$ cat config.mk
export PLATFORM = sky130hd
export DESIGN_NAME = ps2_rx_fifo
export DESIGN_NICKNAME = d
export VERILOG_FILES = /design/src/rtl/ps2_rx_fifo.sv
export SDC_FILE = /design/constraint.sdc
export NUM_CORES = 1
export LEC_CHECK = 0
export CORE_MARGIN = 2
export CORE_UTILIZATION = 35
export CTS_CLUSTER_SIZE = 8
export DETAILED_ROUTE_END_ITERATION = 16
export GPL_ROUTABILITY_DRIVEN = 1
export PLACE_DENSITY_LB_ADDON = 0.2
export SETUP_SLACK_MARGIN = 0.15
export SYNTH_ARGS = -nofsm -noshare
export SYNTH_HDL_FRONTEND = slang
export SYNTH_HIERARCHICAL = 1
export SYNTH_SLANG_ARGS = --single-unit
$ cat constraint.sdc
create_clock -name clk -period 6.7 [get_ports clk]
set_clock_uncertainty 0.2 [all_clocks]
set_input_delay 0.67 -clock clk [delete_from_list [all_inputs] [get_ports clk]]
set_output_delay 0.67 -clock clk [all_outputs]
set_load 0.02 [all_outputs]
$ cat src/rtl/ps2_rx_fifo.sv
// rtl/ps2_rx_fifo.sv - PS/2 keyboard receiver with byte queue and AXI-Lite read port

module ps2_rx_fifo_filter #(
    parameter int DEBOUNCE_N = 10
) (
    input  logic clk,
    input  logic rst_n,
    input  logic raw,
    output logic filt
);
    localparam int CW = (DEBOUNCE_N > 1) ? $clog2(DEBOUNCE_N) : 1;
    localparam logic [CW-1:0] LAST = CW'(DEBOUNCE_N - 1);

    logic [1:0]    sync;
    logic [CW-1:0] cnt;

    // Two-flop synchronizer, then accept a new level only after DEBOUNCE_N matching samples
    always_ff @(posedge clk or negedge rst_n) begin
        if (!rst_n) begin
            sync <= 2'b11;
            filt <= 1'b1;
            cnt  <= '0;
        end else begin
            sync <= {sync[0], raw};
            if (sync[1] == filt) begin
                cnt <= '0;
            end else if (cnt == LAST) begin
                filt <= sync[1];
                cnt  <= '0;
            end else begin
                cnt <= cnt + 1'b1;
            end
        end
    end
endmodule

module ps2_rx_fifo_queue #(
    parameter int DEPTH = 16
) (
    input  logic                     clk,
    input  logic                     rst_n,
    input  logic [7:0]               in_tdata,
    input  logic                     in_tvalid,
    output logic [7:0]               out_tdata,
    output logic                     out_tvalid,
    input  logic                     out_tready,
    output logic                     full,
    output logic [$clog2(DEPTH):0]   count,
    output logic                     overflow
);
    localparam int AW = $clog2(DEPTH);
    localparam logic [AW:0] FULL_CNT = (AW + 1)'(DEPTH);

    logic [7:0]    mem [DEPTH];
    logic [AW-1:0] wr_ptr;
    logic [AW-1:0] rd_ptr;
    logic          do_push;
    logic          do_pop;

    assign out_tvalid = (count != '0);
    assign full       = (count == FULL_CNT);
    assign do_pop     = out_tready & out_tvalid;
    // When full, a same-cycle pop frees the head slot that the write reuses
    assign do_push    = in_tvalid & (~full | do_pop);
    assign overflow   = in_tvalid & full & ~do_pop;
    assign out_tdata  = mem[rd_ptr];

    // Byte storage
    always_ff @(posedge clk) begin
        if (do_push) mem[wr_ptr] <= in_tdata;
    end

    // Pointers wrap naturally at the power-of-two depth; count tells full from empty
    always_ff @(posedge clk or negedge rst_n) begin
        if (!rst_n) begin
            wr_ptr <= '0;
            rd_ptr <= '0;
            count  <= '0;
        end else begin
            if (do_push) wr_ptr <= wr_ptr + 1'b1;
            if (do_pop)  rd_ptr <= rd_ptr + 1'b1;
            case ({do_push, do_pop})
                2'b10:   count <= count + 1'b1;
                2'b01:   count <= count - 1'b1;
                default: count <= count;
            endcase
        end
    end
endmodule

module ps2_rx_fifo #(
    parameter int FIFO_DEPTH     = 16,
    parameter int DEBOUNCE_N     = 10,
    parameter int TIMEOUT_CYCLES = 100000
) (
    input  logic        clk,
    input  logic        rst_n,
    input  logic [15:0] araddr,
    input  logic [2:0]  arprot,
    input  logic        arvalid,
    output logic        arready,
    output logic [31:0] rdata,
    output logic [1:0]  rresp,
    output logic        rvalid,
    input  logic        rready,
    output logic        irq,
    input  logic        ps2_clk,
    input  logic        ps2_data
);
    localparam int CNT_W = $clog2(FIFO_DEPTH) + 1;
    localparam int TW    = (TIMEOUT_CYCLES > 1) ? $clog2(TIMEOUT_CYCLES) : 1;
    localparam logic [TW-1:0] TO_LAST = TW'(TIMEOUT_CYCLES - 1);

    typedef enum logic [1:0] {IDLE, LOAD, RESP} rd_state_t;

    rd_state_t        state;
    rd_state_t        state_next;
    logic             clk_f;
    logic             data_f;
    logic             clk_prev;
    logic             fall;
    logic [3:0]       bit_idx;
    logic [9:0]       sreg;
    logic [TW-1:0]    to_cnt;
    logic             push_req;
    logic [7:0]       push_byte;
    logic             perr_evt;
    logic             ferr_evt;
    logic             ovr;
    logic             perr;
    logic             ferr;
    logic [7:0]       head;
    logic             not_empty;
    logic             full;
    logic [CNT_W-1:0] count;
    logic             overflow;
    logic             pop;
    logic             clr_flags;
    logic [15:0]      addr_q;
    logic [31:0]      status;
    logic [31:0]      rd_word;
    logic             unused_prot;

    assign unused_prot = ^arprot;
    assign rresp       = 2'b00;
    assign fall        = clk_prev & ~clk_f;
    assign pop         = (state == LOAD) && (addr_q == 16'h0000);
    assign clr_flags   = (state == LOAD) && (addr_q == 16'h0004);

    ps2_rx_fifo_filter #(.DEBOUNCE_N(DEBOUNCE_N)) u_clk_filt (
        .clk(clk), .rst_n(rst_n), .raw(ps2_clk), .filt(clk_f)
    );

    ps2_rx_fifo_filter #(.DEBOUNCE_N(DEBOUNCE_N)) u_data_filt (
        .clk(clk), .rst_n(rst_n), .raw(ps2_data), .filt(data_f)
    );

    ps2_rx_fifo_queue #(.DEPTH(FIFO_DEPTH)) u_queue (
        .clk(clk), .rst_n(rst_n),
        .in_tdata(push_byte), .in_tvalid(push_req),
        .out_tdata(head), .out_tvalid(not_empty), .out_tready(pop),
        .full(full), .count(count), .overflow(overflow)
    );

    // Frame receiver: shift start..parity in LSB first, judge the frame on the stop-bit edge
    always_ff @(posedge clk or negedge rst_n) begin
        if (!rst_n) begin
            clk_prev  <= 1'b1;
            bit_idx   <= '0;
            sreg      <= '0;
            to_cnt    <= '0;
            push_req  <= 1'b0;
            push_byte <= '0;
            perr_evt  <= 1'b0;
            ferr_evt  <= 1'b0;
        end else begin
            clk_prev <= clk_f;
            push_req <= 1'b0;
            perr_evt <= 1'b0;
            ferr_evt <= 1'b0;
            if (fall) begin
                to_cnt <= '0;
                if (bit_idx == 4'd10) begin
                    bit_idx   <= '0;
                    push_byte <= sreg[8:1];
                    if (sreg[0] || !data_f) begin
                        ferr_evt <= 1'b1;
                    end else if (!(^sreg[9:1])) begin
                        perr_evt <= 1'b1;
                    end else begin
                        push_req <= 1'b1;
                    end
                end else begin
                    sreg    <= {data_f, sreg[9:1]};
                    bit_idx <= bit_idx + 4'd1;
                end
            end else if (bit_idx != 4'd0) begin
                if (to_cnt == TO_LAST) begin
                    bit_idx  <= '0;
                    to_cnt   <= '0;
                    ferr_evt <= 1'b1;
                end else begin
                    to_cnt <= to_cnt + 1'b1;
                end
            end else begin
                to_cnt <= '0;
            end
        end
    end

    // Sticky error flags: a new event in the clearing cycle keeps the flag set
    always_ff @(posedge clk or negedge rst_n) begin
        if (!rst_n) begin
            ovr  <= 1'b0;
            perr <= 1'b0;
            ferr <= 1'b0;
            irq  <= 1'b0;
        end else begin
            ovr  <= overflow | (ovr  & ~clr_flags);
            perr <= perr_evt | (perr & ~clr_flags);
            ferr <= ferr_evt | (ferr & ~clr_flags);
            irq  <= not_empty | ovr | perr | ferr;
        end
    end

    // Read data selection for the latched address
    always_comb begin
        status              = '0;
        status[0]           = not_empty;
        status[1]           = full;
        status[2]           = ovr;
        status[3]           = perr;
        status[4]           = ferr;
        status[16 +: CNT_W] = count;
        rd_word             = '0;
        if (addr_q == 16'h0000) begin
            if (not_empty) rd_word = {23'b0, 1'b1, head};
        end else if (addr_q == 16'h0004) begin
            rd_word = status;
        end
    end

    // Read FSM state register
    always_ff @(posedge clk or negedge rst_n) begin
        if (!rst_n) state <= IDLE;
        else        state <= state_next;
    end

    // Read FSM next-state
    always_comb begin
        state_next = state;
        case (state)
            IDLE:    if (arvalid) state_next = LOAD;
            LOAD:    state_next = RESP;
            RESP:    if (rready) state_next = IDLE;
            default: state_next = IDLE;
        endcase
    end

    // Registered handshake outputs so everything reads 0 while held in reset
    always_ff @(posedge clk or negedge rst_n) begin
        if (!rst_n) begin
            arready <= 1'b0;
            rvalid  <= 1'b0;
            rdata   <= '0;
            addr_q  <= '0;
        end else begin
            arready <= (state_next == IDLE);
            rvalid  <= (state_next == RESP);
            if (state == IDLE && arvalid) addr_q <= araddr;
            if (state == LOAD) rdata <= rd_word;
        end
    end
endmodule

==> metrics.txt <==
# TYPE chip_impl_metric gauge
chip_impl_metric{name="synth-edff-count",unit=""} 128
chip_impl_metric{name="pwr_density_cell",unit="nW/um^2"} 298
chip_impl_metric{name="grt_overflow_total",unit=""} 0
chip_impl_metric{name="cts.sinks",unit=""} 236
chip_impl_info{name="synth.cells.most_frequent",value="sky130_fd_sc_hd__edfxtp_1, sky130_fd_sc_hd__dfrtp_1, sky130_fd_sc_hd__nor2_1"} 1
chip_impl_metric{name="maxClockFrequency",unit="MHz"} 242
chip_impl_metric{name="slew_headroom",unit="%"} 27.1
chip_impl_info{name="crit_type",value="register to register"} 1
chip_impl_metric{name="global_route_wire_length_before_repair",unit="um"} 29800
chip_impl_metric{name="dr.first_iter.drc_count",unit=""} 304
chip_impl_metric{name="synth-seq-area-share",unit="%"} 66.1
chip_impl_metric{name="detail_route.first_pass.iterations",unit=""} 4
chip_impl_metric{name="post_dp_cell_area",unit="um^2"} 10700
chip_impl_metric{name="ys_async_sr_fraction",unit="%"} 45.8
chip_impl_metric{name="antenna_cells",unit=""} 0
chip_impl_metric{name="setup_viol",unit=""} 0
chip_impl_metric{name="layout.cells.non_filler",unit=""} 1094
chip_impl_metric{name="grt_max_degree",unit=""} 72
chip_impl_metric{name="max_cap_viol_count",unit=""} 0
chip_impl_metric{name="clk-insertion-delay-late",unit="ps"} 510
chip_impl_metric{name="core_area",unit="um^2"} 27900
chip_impl_metric{name="r2r.worst_path.cells",unit=""} 7
chip_impl_metric{name="die_w",unit="um"} 172
chip_impl_metric{name="top_level_ports",unit=""} 62
chip_impl_metric{name="dp_hpwl",unit="um"} 12500
chip_impl_metric{name="cp_data_arrival_time",unit="ps"} 4040
chip_impl_metric{name="fin_area",unit="um^2"} 11600
chip_impl_metric{name="gp_congestion",unit=""} 0.726
chip_impl_metric{name="final_critical_delay_including_setup_and_external_delays",unit="ps"} 4140
chip_impl_metric{name="critPathRequiredTime",unit="ps"} 6610
chip_impl_metric{name="timing.hold.worst_path_depth",unit=""} 0
chip_impl_metric{name="slew_viol_final",unit=""} 0
chip_impl_metric{name="total_power",unit="W"} 0.00347
chip_impl_metric{name="placement.io_buffers",unit=""} 38
chip_impl_info{name="cts_tree",value="built"} 1
chip_impl_metric{name="worst_setup_hold_path_clk_slew",unit="ps"} 50
chip_impl_metric{name="yosysUniqueCellTypes",unit=""} 63
chip_impl_metric{name="routedWlPerCell",unit="um"} 17.2
chip_impl_metric{name="cts-buffers-inserted",unit=""} 35
chip_impl_metric{name="post_synth.cell_area_avg",unit="um^2"} 15.5
chip_impl_metric{name="drive_gt1_share",unit="%"} 19.4
chip_impl_info{name="worstSetupStartpointType",value="register"} 1
chip_impl_info{name="synthMostInstantiatedCell",value="sky130_fd_sc_hd__edfxtp_1"} 1
chip_impl_info{name="yosys.area.top_type",value="sky130_fd_sc_hd__edfxtp_1"} 1
chip_impl_info{name="status",value="finished clean"} 1
chip_impl_info{name="synth_top_flop_cell",value="sky130_fd_sc_hd__edfxtp_1"} 1
chip_impl_metric{name="cts_max_path_buffers",unit=""} 3
chip_impl_info{name="holdCritPathClass",value="register to register"} 1
chip_impl_metric{name="numPlacedInstances",unit=""} 1040
chip_impl_metric{name="ctsHtreeMaxLevel",unit=""} 2
chip_impl_metric{name="layout.nets",unit=""} 742
chip_impl_metric{name="floorplan.die.height",unit="um"} 172
chip_impl_metric{name="first_global_vias",unit=""} 5588
chip_impl_metric{name="die-area",unit="um^2"} 29700
chip_impl_metric{name="netlist_instances",unit=""} 640
chip_impl_info{name="clock-root-buffer",value="sky130_fd_sc_hd__clkbuf_16"} 1
chip_impl_metric{name="number_of_antenna_violations_at_the_first_check_in_global_routing",unit=""} 0
chip_impl_metric{name="report.final.hold_viol_count",unit=""} 0
chip_impl_metric{name="ff_latch_count_synth",unit=""} 236
chip_impl_metric{name="synthToLayoutAreaGrowth",unit="%"} 17.4
chip_impl_metric{name="worst-path-max-fanout",unit=""} 17
chip_impl_metric{name="initial_core_util",unit="%"} 35.6
chip_impl_metric{name="synthesis_warnings",unit=""} 6
chip_impl_info{name="yosys-top-cells-area",value="sky130_fd_sc_hd__edfxtp_1, sky130_fd_sc_hd__dfrtp_1, sky130_fd_sc_hd__mux4_2, sky130_fd_sc_hd__mux2_2, sky130_fd_sc_hd__xnor2_1"} 1
chip_impl_metric{name="track_usage",unit="%"} 13.0
chip_impl_metric{name="detail-route-antenna-nets",unit=""} 0
chip_impl_metric{name="synth.cell_area",unit="um^2"} 9920
chip_impl_metric{name="dr_total_vias",unit=""} 5361
chip_impl_metric{name="worst_pin_slew",unit="ps"} 1090
chip_impl_metric{name="leakagePower",unit="nW"} 4.25
chip_impl_metric{name="peakVddDrop",unit="mV"} 0.161
chip_impl_metric{name="synth_top_area_share",unit="%"} 38.7
chip_impl_metric{name="tns",unit="ps"} 0
chip_impl_metric{name="remaining_drc_errors",unit=""} 0
chip_impl_metric{name="final_min_period_over_clock_period",unit="%"} 61.7
chip_impl_metric{name="detail_route.vias_per_cell",unit=""} 4.90
chip_impl_metric{name="postCtsSetupBuffers",unit=""} 0
chip_impl_info{name="crit_path_end_kind",value="register"} 1
chip_impl_info{name="setup_repair_after_global_routing_missed_its_margin",value="false"} 1
chip_impl_metric{name="overall_routed_net_length",unit="um"} 18800
chip_impl_metric{name="fp-row-count",unit=""} 61
==> registers in the layout, summed over array words and instances (netlist names), 4 cells and up <==
name             cells
addr_q              16
bit_idx              4
push_byte            8
rdata               14
sreg                10
to_cnt              17
u_clk_filt/cnt       4
u_data_filt/cnt      4
u_queue/count        5
u_queue/mem        128
u_queue/rd_ptr       4
u_queue/wr_ptr       4
==> per-layer routing <==
metal	part of all wire (%)	track usage (%)	up-vias	wire length, um
met5	0	0	-	0
met2	50	22.1	92	9400
met4	1.8	4.17	0	345
li1	-	-	2469	-
met1	45	16.8	2769	8440
met3	3.4	2.52	31	631
==> cell families (layout without fill, tap and decap cells) <==
group | count (synthesis) | after routing | synth area share [%]
fa+ha+maj | 17 | 17 | 2.22
buf+inv | 62 | 119 | 3.34
simple gates | 158 | 158 | 8.79
flops | 236 | 236 | 66.1
xor+xnor | 35 | 35 | 3.23
compound gates | 60 | 60 | 4.54
other cells | 1 | 20 | 0.0378
mux | 71 | 71 | 11.8
==> path summary, 6_finish.rpt <==
| kind | slack (ps) | startpoint | to |
|---|---|---|---|
| max | 2560 | state[1] | u_queue/mem[8][1] |
| min | 160 | u_clk_filt/sync[0] | u_clk_filt/sync[1] |
| max reg2reg | 2560 | state[1] | u_queue/mem[8][1] |
| min reg2reg | 160 | u_clk_filt/sync[0] | u_clk_filt/sync[1] |
| max in group asynchronous | 4480 | rst_n | u_queue/rd_ptr[0] |
| min in group asynchronous | 480 | rst_n | u_clk_filt/cnt[1] |
==> cells in the final DEF, fill, tap and decap left out, types with 3 or more instances in the layout <==
cell,count
sky130_fd_sc_hd__nor2b_1,3
sky130_fd_sc_hd__nand3_1,20
sky130_fd_sc_hd__clkbuf_16,35
sky130_fd_sc_hd__conb_1,20
sky130_fd_sc_hd__a22o_1,8
sky130_fd_sc_hd__o21bai_1,3
sky130_fd_sc_hd__nor4_1,7
sky130_fd_sc_hd__xor2_1,10
sky130_fd_sc_hd__nor3_1,11
sky130_fd_sc_hd__dfstp_2,7
sky130_fd_sc_hd__nand2_1,25
sky130_fd_sc_hd__mux2_2,35
sky130_fd_sc_hd__a21o_1,3
sky130_fd_sc_hd__nand4_1,5
sky130_fd_sc_hd__inv_1,19
sky130_fd_sc_hd__buf_4,9
sky130_fd_sc_hd__clkbuf_1,14
sky130_fd_sc_hd__and2_1,5
sky130_fd_sc_hd__clkdlybuf4s50_1,37
sky130_fd_sc_hd__or3_1,3
sky130_fd_sc_hd__edfxtp_1,128
sky130_fd_sc_hd__nand3b_1,3
sky130_fd_sc_hd__ha_1,16
sky130_fd_sc_hd__a221o_1,4
sky130_fd_sc_hd__dfrtp_1,99
sky130_fd_sc_hd__nand2b_1,9
sky130_fd_sc_hd__a22oi_1,16
sky130_fd_sc_hd__o21ai_0,10
sky130_fd_sc_hd__mux4_2,32
sky130_fd_sc_hd__a21oi_1,5
sky130_fd_sc_hd__xnor2_1,24
sky130_fd_sc_hd__inv_6,3
sky130_fd_sc_hd__nor2_1,46
==> layout make-up <==
type / count / area, um^2
Inverter: 19 / 71.3
Timing Repair Buffer: 47 / 448
Clock inverter: 4 / 56.3
Tap cell: 378 / 473
Clock buffer: 49 / 928
Sequential cell: 236 / 6560
Multi-Input combinational cell: 361 / 3110
Fill cell: 2516 / 16200
==> repair_timing <==
item	4_1_cts	5_1_grt
hold buffers	1	0
endpoints found under the hold margin	30	0
gates resized for setup	0	0
==> power by group <==
part           internal (W)  switching [W]
sequential          0.00160      0.0000490
clock              0.000992       0.000586
combinational      0.000109       0.000128
==> worst max-delay path, stage by stage, from the launching register on <==
cell,delay (ps)
sky130_fd_sc_hd__dfrtp_1,400
sky130_fd_sc_hd__nand2b_1,450
sky130_fd_sc_hd__nand3b_1,390
sky130_fd_sc_hd__or2_2,340
sky130_fd_sc_hd__nor2_1,500
sky130_fd_sc_hd__nand3b_1,330
sky130_fd_sc_hd__nand3_1,240
sky130_fd_sc_hd__nor2_1,890
==> through the flow <==
stage | hold WS, ps | worst slack [ps] | utilization (%)
2_1_floorplan | 145 | 3720 | -
3_3_place_gp | 148 | 2730 | 38.2
3_5_place_dp | 149 | 2520 | 38.2
4_1_cts | 158 | 2520 | 41.8
5_1_grt | 161 | 2240 | 41.8
6_report | 157 | 2560 | 41.8
Note: power is estimated with default switching activity, not from simulation.
